==> config.mk <==
export PLATFORM = sky130hd
export DESIGN_NAME = control_unit_flat
export DESIGN_NICKNAME = d
export VERILOG_FILES = /design/src/rtl/control_unit_pkg.sv /design/src/rtl/control_unit_if.sv /design/src/rtl/control_unit_output_decode.sv /design/src/rtl/control_unit.sv /design/src/flat_wrapper.sv
export SDC_FILE = /design/constraint.sdc
export NUM_CORES = 1
export LEC_CHECK = 0
export CORE_AREA = 2 2 39 41
export CTS_CLUSTER_DIAMETER = 60
export DETAILED_ROUTE_END_ITERATION = 8
export DIE_AREA = 0 0 41 43
export HOLD_SLACK_MARGIN = 0.08
export SLEW_MARGIN = 0
export SYNTH_ARGS = -nofsm -noshare
export SYNTH_HDL_FRONTEND = slang
export SYNTH_SLANG_ARGS = --single-unit
==> constraint.sdc <==
create_clock -name clk -period 1.5 [get_ports clk]
set_clock_uncertainty 0.05 [all_clocks]
set_input_delay 0.3 -clock clk [delete_from_list [all_inputs] [get_ports clk]]
set_output_delay 0.3 -clock clk [all_outputs]
set_load 0.005 [all_outputs]
==> src/rtl/control_unit_pkg.sv <==
// Shared definitions for the accumulator-machine control unit:
// state and opcode encodings, A-mux selects and the control-word layout.
package control_unit_pkg;

  typedef enum logic [3:0] {
    S_START,
    S_FETCH,
    S_DECODE,
    S_LOAD,
    S_STORE,
    S_ADD,
    S_SUB,
    S_INPUT,
    S_JZ,
    S_JPOS,
    S_HALT
  } state_t;

  typedef enum logic [2:0] {
    OP_LOAD  = 3'b000,
    OP_STORE = 3'b001,
    OP_ADD   = 3'b010,
    OP_SUB   = 3'b011,
    OP_IN    = 3'b100,
    OP_JZ    = 3'b101,
    OP_JPOS  = 3'b110,
    OP_HALT  = 3'b111
  } opcode_t;

  localparam logic [1:0] ASEL_SUB  = 2'd0;
  localparam logic [1:0] ASEL_IN   = 2'd1;
  localparam logic [1:0] ASEL_OPND = 2'd2;
  localparam logic [1:0] ASEL_GND  = 2'd3;

  typedef struct packed {
    logic       IRload;
    logic       PCload;
    logic       JMPmux;
    logic       Meminst;
    logic       MemWr;
    logic [1:0] Asel;
    logic       loadA;
    logic       clearA;
    logic       sub;
    logic       Halt;
  } ctrl_t;

  // Quiescent word: clearA is active-low and Asel parks on GND.
  localparam ctrl_t CTRL_IDLE = '{
    IRload:  1'b0,
    PCload:  1'b0,
    JMPmux:  1'b0,
    Meminst: 1'b0,
    MemWr:   1'b0,
    Asel:    ASEL_GND,
    loadA:   1'b0,
    clearA:  1'b1,
    sub:     1'b0,
    Halt:    1'b0
  };

  function automatic state_t exec_state(input opcode_t op);
    state_t s;
    s = S_HALT;
    case (op)
      OP_LOAD:  s = S_LOAD;
      OP_STORE: s = S_STORE;
      OP_ADD:   s = S_ADD;
      OP_SUB:   s = S_SUB;
      OP_IN:    s = S_INPUT;
      OP_JZ:    s = S_JZ;
      OP_JPOS:  s = S_JPOS;
      OP_HALT:  s = S_HALT;
      default:  s = S_HALT;
    endcase
    return s;
  endfunction

endpackage

==> src/rtl/control_unit_if.sv <==
// Bundle between the control unit and the datapath/PC/memory it steers.
interface control_unit_if #(
  parameter int OPW = 3
);
  logic [OPW-1:0] opcode;
  logic           Aeq0;
  logic           Apos;
  logic           Enter;
  logic           IRload;
  logic           PCload;
  logic           JMPmux;
  logic           Meminst;
  logic           MemWr;
  logic [1:0]     Asel;
  logic           loadA;
  logic           clearA;
  logic           sub;
  logic           Halt;

  modport master (
    input  opcode, Aeq0, Apos, Enter,
    output IRload, PCload, JMPmux, Meminst, MemWr, Asel, loadA, clearA, sub, Halt
  );

  modport slave (
    output opcode, Aeq0, Apos, Enter,
    input  IRload, PCload, JMPmux, Meminst, MemWr, Asel, loadA, clearA, sub, Halt
  );
endinterface

==> src/rtl/control_unit_output_decode.sv <==
// Combinational control-word decode: Moore per state, except the INPUT load
// strobe (Enter) and the conditional-branch PC load (flags).
import control_unit_pkg::*;

module cu_output_decode (
  input  state_t state_i,
  input  logic   Aeq0_i,
  input  logic   Apos_i,
  input  logic   Enter_i,
  output ctrl_t  ctrl_o
);

  always_comb begin
    ctrl_o = CTRL_IDLE;
    case (state_i)
      S_START: ctrl_o.clearA = 1'b0;
      S_FETCH: begin
        ctrl_o.Meminst = 1'b1;
        ctrl_o.IRload  = 1'b1;
        ctrl_o.PCload  = 1'b1;
        ctrl_o.JMPmux  = 1'b0;
      end
      S_DECODE: ctrl_o.Meminst = 1'b0;
      S_LOAD: begin
        ctrl_o.Asel  = ASEL_OPND;
        ctrl_o.loadA = 1'b1;
      end
      S_STORE: begin
        ctrl_o.Meminst = 1'b0;
        ctrl_o.MemWr   = 1'b1;
      end
      S_ADD: begin
        ctrl_o.Asel  = ASEL_SUB;
        ctrl_o.loadA = 1'b1;
      end
      S_SUB: begin
        ctrl_o.Asel  = ASEL_SUB;
        ctrl_o.sub   = 1'b1;
        ctrl_o.loadA = 1'b1;
      end
      S_INPUT: begin
        ctrl_o.Asel  = ASEL_IN;
        ctrl_o.loadA = Enter_i;
      end
      S_JZ: begin
        ctrl_o.PCload = Aeq0_i;
        ctrl_o.JMPmux = Aeq0_i;
      end
      S_JPOS: begin
        ctrl_o.PCload = Apos_i;
        ctrl_o.JMPmux = Apos_i;
      end
      S_HALT: ctrl_o.Halt = 1'b1;
      default: ctrl_o = CTRL_IDLE;
    endcase
  end

endmodule

==> src/rtl/control_unit.sv <==
// Fetch/decode/execute sequencer: state register and next-state logic here,
// control word decoded by cu_output_decode from the current state.
import control_unit_pkg::*;

module control_unit #(
  parameter int OPW = 3
) (
  input logic            clk,
  input logic            clear,
  control_unit_if.master cu
);

  state_t         state_q, state_d;
  ctrl_t          ctrl;
  logic [OPW-1:0] op;

  assign op = cu.opcode;

  always_comb begin
    state_d = state_q;
    case (state_q)
      S_START:  state_d = S_FETCH;
      S_FETCH:  state_d = S_DECODE;
      S_DECODE: state_d = exec_state(opcode_t'(op[2:0]));
      S_LOAD, S_STORE, S_ADD, S_SUB, S_JZ, S_JPOS: state_d = S_FETCH;
      S_INPUT:  state_d = cu.Enter ? S_FETCH : S_INPUT;
      S_HALT:   state_d = S_HALT;
      default:  state_d = S_START;
    endcase
  end

  always_ff @(posedge clk or negedge clear) begin
    if (!clear) state_q <= S_START;
    else        state_q <= state_d;
  end

  cu_output_decode u_decode (
    .state_i (state_q),
    .Aeq0_i  (cu.Aeq0),
    .Apos_i  (cu.Apos),
    .Enter_i (cu.Enter),
    .ctrl_o  (ctrl)
  );

  // Outputs follow the state register directly so an asynchronous clear
  // drops MemWr/loadA in the same cycle.
  assign cu.IRload  = ctrl.IRload;
  assign cu.PCload  = ctrl.PCload;
  assign cu.JMPmux  = ctrl.JMPmux;
  assign cu.Meminst = ctrl.Meminst;
  assign cu.MemWr   = ctrl.MemWr;
  assign cu.Asel    = ctrl.Asel;
  assign cu.loadA   = ctrl.loadA;
  assign cu.clearA  = ctrl.clearA;
  assign cu.sub     = ctrl.sub;
  assign cu.Halt    = ctrl.Halt;

endmodule

==> src/flat_wrapper.sv <==
// flat-port wrapper written by rule: the top's interface ports become plain ports
module control_unit_flat 
#(
  parameter int OPW = 3
)
  (clk, clear, cu_opcode, cu_Aeq0, cu_Apos, cu_Enter, cu_IRload, cu_PCload, cu_JMPmux, cu_Meminst, cu_MemWr, cu_Asel, cu_loadA, cu_clearA, cu_sub, cu_Halt);
  control_unit_if #(.OPW(OPW)) cu_i ();
  input logic clk;
  input logic clear;
  input wire logic [$bits(cu_i.opcode)-1:0] cu_opcode;
  input wire logic [$bits(cu_i.Aeq0)-1:0] cu_Aeq0;
  input wire logic [$bits(cu_i.Apos)-1:0] cu_Apos;
  input wire logic [$bits(cu_i.Enter)-1:0] cu_Enter;
  output wire logic [$bits(cu_i.IRload)-1:0] cu_IRload;
  output wire logic [$bits(cu_i.PCload)-1:0] cu_PCload;
  output wire logic [$bits(cu_i.JMPmux)-1:0] cu_JMPmux;
  output wire logic [$bits(cu_i.Meminst)-1:0] cu_Meminst;
  output wire logic [$bits(cu_i.MemWr)-1:0] cu_MemWr;
  output wire logic [$bits(cu_i.Asel)-1:0] cu_Asel;
  output wire logic [$bits(cu_i.loadA)-1:0] cu_loadA;
  output wire logic [$bits(cu_i.clearA)-1:0] cu_clearA;
  output wire logic [$bits(cu_i.sub)-1:0] cu_sub;
  output wire logic [$bits(cu_i.Halt)-1:0] cu_Halt;
  assign cu_i.opcode = cu_opcode;
  assign cu_i.Aeq0 = cu_Aeq0;
  assign cu_i.Apos = cu_Apos;
  assign cu_i.Enter = cu_Enter;
  assign cu_IRload = cu_i.IRload;
  assign cu_PCload = cu_i.PCload;
  assign cu_JMPmux = cu_i.JMPmux;
  assign cu_Meminst = cu_i.Meminst;
  assign cu_MemWr = cu_i.MemWr;
  assign cu_Asel = cu_i.Asel;
  assign cu_loadA = cu_i.loadA;
  assign cu_clearA = cu_i.clearA;
  assign cu_sub = cu_i.sub;
  assign cu_Halt = cu_i.Halt;
  control_unit #(.OPW(OPW)) u_core (.clk(clk), .clear(clear), .cu(cu_i));
endmodule
---- Yosys cells after proc, flatten, opt, wreduce, memory -nomap -nowiden ----
Memory sizes are Yosys's and may differ from the RTL's.
Cells that the tools add are included.
cells by class
  equality and inequality tests ........... 10
  muxes and demuxes ....................... 9
  reduce and logical (&&, ||, !) cells .... 3
operator list
  kind                                                                    number
  4-bit case mux with 5 select lines                                      1
  4-bit by 3-bit equality test with 1-bit output (second input constant)  4
  4-bit equality test (second input constant)                             3
  3-bit case mux with 3 select lines                                      1
  4-bit by 2-bit equality test with 1-bit output (second input constant)  2
  7-bit OR reduction                                                      1
  2-bit case mux with 3 select lines                                      1
  1-bit 2-to-1 mux                                                        5
  4-bit by 1-bit equality test with 1-bit output (second input constant)  1
  4-bit zero test                                                         1
  3-bit 2-to-1 mux                                                        1
  2-bit OR reduction                                                      1
word-level totals
  flip-flop bits (word level) ............. 4
  ROM bits ................................ 32
  bits of input ports ..................... 8
  output and inout bits ................... 11
  word-level logic and storage cells ...... 24
  memories kept ........................... 1
memories
  memory            words  width  read ports  clocked after Yosys merged registers in  write ports  line                    source
  (name not given)  8      4      1           0                                        0            control_unit_pkg.sv:65  case (op)

---- Logic depth before layout (Yosys ltp) ----
Gate-level depths: netlist of run 1.
  depth in word-level cells ............... 3
  mapped depth ............................ 5
  depth with buffers taken out ............ 5

---- Cells and area by module ----
Synthesis of run 1 repeated with hierarchy kept, for this count alone.
second synthesis, totals
  cell total of the unflattened synthesis .. 48
  area, all modules ....................... 432.9 um^2
by module, submodules not included
  module            instances  cells each  area each (um^2)  seq. area each (um^2)
  control_unit      1          26          242.7             100.1
  cu_output_decode  1          22          190.2             0.0

---- Worst setup path before layout of run 1 ----
OpenSTA, ideal clock, no wires.
  kind .................................... register to output
  start point ............................. reg u_core.state_q[0]
  end point ............................... out cu_PCload
  data arrival time ....................... 1.152 ns
  data required time ...................... 1.150 ns
  path slack .............................. -0.002 ns
  cell stages (with the launch flop) ...... 5
  buffers on the path ..................... 1
  path through ............................ dfrtp_1 > buf_6 > mux2_4 > and3_4 > or2_1
between the ends
  cells in the longest elaborated chain, start to end .. 2
  elaborated cells on any way between the ends .. 4
  classes of those cells .................. eq/ne: 3; mux: 1
ends and longest elaborated chain
  item                                                                                   line                              source
  from (decl)                                                                            control_unit.sv:13                state_t state_q, state_d;
  from (signal assigned)                                                                 control_unit.sv:34                else state_q <= state_d;
  4-bit equality test or 4-bit by 1-bit equality test with 1-bit output (tied branches)  control_unit_output_decode.sv:15  case (state_i)
  2-bit case mux with 3 select lines *                                                   control_unit_output_decode.sv:15
  to (decl)                                                                              flat_wrapper.sv:15                output wire logic [$bits(cu_i.PCload)-1:0] cu_PCload;
Mark *: on every way between the ends. The rest lies on a longest branch, timed or not.

---- Worst setup path in the final report of run 1 ----
Ends and elaborated chain as after synthesis.

==> results of run 1 <==
path summary, 6_finish.rpt:
check,to,depth (start not counted),slack [ns]
worst min-delay path,u_core.state_q[0]$_DFF_PN0_,1,0.22
worst min register to register,u_core.state_q[0]$_DFF_PN0_,2,0.59
worst max-delay path,cu_PCload,4,-0.29
max in group asynchronous,u_core.state_q[3]$_DFF_PN0_,1,0.99
min in group clk,u_core.state_q[0]$_DFF_PN0_,2,0.59
worst max register to register,u_core.state_q[0]$_DFF_PN0_,7,0.09
stage by stage:
stage | setup slack (ns) | cell area, um^2 | power [mW]
detailed placement | -0.628 | 656 | 1.05
floorplan | -0.00170 | 383 | 0.586
global route | -0.348 | 836 | 1.65
CTS | -0.286 | 777 | 1.35
finish | -0.289 | 836 | 1.53
global placement | -0.614 | 656 | 1.04
synthesized netlist by cell type, drive strengths merged, types with 2 or more instances:
cell type | count | share of area (%)
buf | 4 | 7.5
and3 | 4 | 7.8
nor2 | 3 | 2.9
inv | 4 | 3.9
ha | 2 | 6.5
nor3b | 2 | 3.9
nand2b | 2 | 3.3
dfrtp | 4 | 26
nor4 | 2 | 4.9
a21oi | 3 | 3.9
nor2b | 3 | 4.9
critical path, stage by stage, from the launching register on:
cell and delay [ns]:
dfrtp_1 0.42, mux2_4 0.32, and3_4 0.15, or2_1 0.19, buf_2 0.12
metal layers:
metal,vias up,part of all wire (%)
met2,20,59
met1,219,36
li1,239,-
met4,0,0
met3,0,5.5
met5,-,0
power breakdown:
part,internal [mW],total (mW),switching [mW]
logic,0.725,1.18,0.451
clock network,0.0896,0.135,0.0453
registers,0.153,0.221,0.0680
cell families (layout without fill, tap and decap cells):
group           count (synthesis)  count (layout)  synth area share, %
fa+ha+maj                       2               2                 6.53
buf+inv                         9              49                 12.4
flops                           4               4                 26.1
compound gates                  9               9                 16.3
xor+xnor                        1               1                 2.29
mux                             1               1                 3.92
simple gates                   19              19                 32.4
area by class of cell:
class	instances	share of cell area [%]
Clock buffer	3	2.69
Inverter	4	1.80
Multi-Input combinational cell	32	36.5
Sequential cell	4	12.4
Tap cell	16	2.40
Timing Repair Buffer	42	44.2
timing repair:
| item | in CTS | in global routing |
|---|---|---|
| hold buffers | 0 | 0 |
| resized for setup | 61 | 12 |
| buffers inserted | 12 | 3 |
| endpoints found under the setup margin | 11 | 13 |
| pin swaps | 9 | 4 |
==> flow_summary_export.csv, run 1 <==
group,metric,value,unit
run_status,status,"finished with violations",
run_status,violations,"negative setup slack",
sta,max_slew_margin,85.0,%
clock_network,cts_buffers,3,
global_routing,grt_pass1_wl,2.12,mm
floorplanning,die_h,43,um
sta,max_freq,559,MHz
synthesis,synth_seq_cells,4,
sta,final_max_slew_viol_count,0,
layout,largest_reg_flops,4,
sta,rsz0062_at_grt,"true",
synthesis,yosysUniqueCellTypes,27,
global_routing,antenna_found_initial,0,
critical_path,endpoint_kind,"primary output",
global_routing,grt_max_degree,9,
sta,worst_slew_pin_slew,0.225,ns
layout,regMostFlops,"u_core.state_q",
synthesis,synth-edff-count,0,
clock_network,cts-root-buf,"clkbuf_4",
synthesis,ys.flop_type,"dfrtp_1",
routing,via_count,478,
global_routing,use_met2,28.4,%
critical_path,crit_fanout,3,
critical_path,worstPathRequired,1.15,ns
floorplanning,initial_core_util,27.7,%
routing,wl,1.37,mm
global_routing,gr-usage-met1,20.8,%
layout,multi_input_area,305,um^2
routing,drt_iter0_markers,8,
routing,vias_per_cell,4.73,
clock_network,cts_tree,"done",
sta,fin_setup_tns,-1.88,ns
synthesis,syn_area,383,um^2
layout,layout_common_cells,"buf_6 (14), buf_4 (13), clkdlybuf4s50_1 (7), buf_2 (7)",
layout,reg_top3,"u_core.state_q: 4 flops",
layout,fin_cells,101,
clock_network,numClockSinks,4,
global_routing,grt_pass1_vias,479,
critical_path,r2r-start,"u_core.state_q[0]$_DFF_PN0_",
global_routing,grt_overflow,0,
synthesis,synth.avg_cell_area,8.51,um^2
critical_path,critPathLaunchType,"flip-flop",
pwr,p_per_area,1830,nW/um^2
critical_path,path_class,"reg2out",
layout,layout_commonest_cell,"buf_6",
layout,register_area,104,um^2
floorplanning,die_width,41,um
critical_path,arrival,1.44,ns
synthesis,ys_seq_area_share,26.1,%
layout,num-nets-final,97,
placement,gp_congestion,0.745,
sta,fin_crit,1.79,ns
synthesis,synth_nets,55,
sta,setup_viol,11,
floorplanning,rows,14,
clock_network,clk_latency,0.24,ns
layout,areaGrowthSynthToFinish,118,%
synthesis,async_flop_share,100,%
routing,drtPass1Iterations,4,
clock_network,cts_buffer_depth,2,
layout,antenna_cells,0,
run,cap_violations,0,
placement,dp_hpwl,743,um
synthesis,ys.warnings.count,0,
routing,drc,0,
placement,placedCellCount,88,
global_routing,grt_use_total,17.7,%
routing,wl_per_cell,13.6,um
layout,drive_gt1_share,63.5,%
routing,ant_nets,0,
pwr,peakVddDrop,0.745,mV
floorplanning,core,1380,um^2
global_routing,grt_use_met3,6.81,%
layout,fin_util,60.4,%
sta,finalWorstSetupSlack,-0.289,ns
clock_network,cts.clk_slew.worst_paths,0.04,ns
sta,fin_hold_ws,0.218,ns
critical_path,startpoint,"u_core.state_q[0]$_DFF_PN0_",
placement,io_buffers,18,
sta,hold_viol,0,
pwr,p_leak,0.412,nW
sta,period_share,119,%
synthesis,syn_inst,45,
layout,n_fill_cell,131,
global_routing,grt_busiest_layer,"met2",
floorplanning,io_pins,19,
clock_network,htreeDepth,1,
floorplanning,dieArea,1760,um^2
worst_hold_path,holdCritPathClass,"in2async",
Note: power is estimated with default switching activity, not from simulation.
==> run 2: changes to the inputs <==
--- a/config.mk
+++ b/config.mk
@@ -10,7 +10,7 @@
 export DETAILED_ROUTE_END_ITERATION = 8
 export DIE_AREA = 0 0 41 43
 export HOLD_SLACK_MARGIN = 0.08
-export SLEW_MARGIN = 0
+export SLEW_MARGIN = 20
 export SYNTH_ARGS = -nofsm -noshare
 export SYNTH_HDL_FRONTEND = slang
 export SYNTH_SLANG_ARGS = --single-unit
==> results of run 2 <==
No change in the layout: final DEF, timing and power equal those of run 1.
==> run 3: changes to the inputs <==
--- a/config.mk
+++ b/config.mk
@@ -10,7 +10,6 @@
 export DETAILED_ROUTE_END_ITERATION = 8
 export DIE_AREA = 0 0 41 43
 export HOLD_SLACK_MARGIN = 0.08
-export SLEW_MARGIN = 20
 export SYNTH_ARGS = -nofsm -noshare
 export SYNTH_HDL_FRONTEND = slang
 export SYNTH_SLANG_ARGS = --single-unit
==> results of run 3 <==
No change in the layout: final DEF, timing and power equal those of run 1.
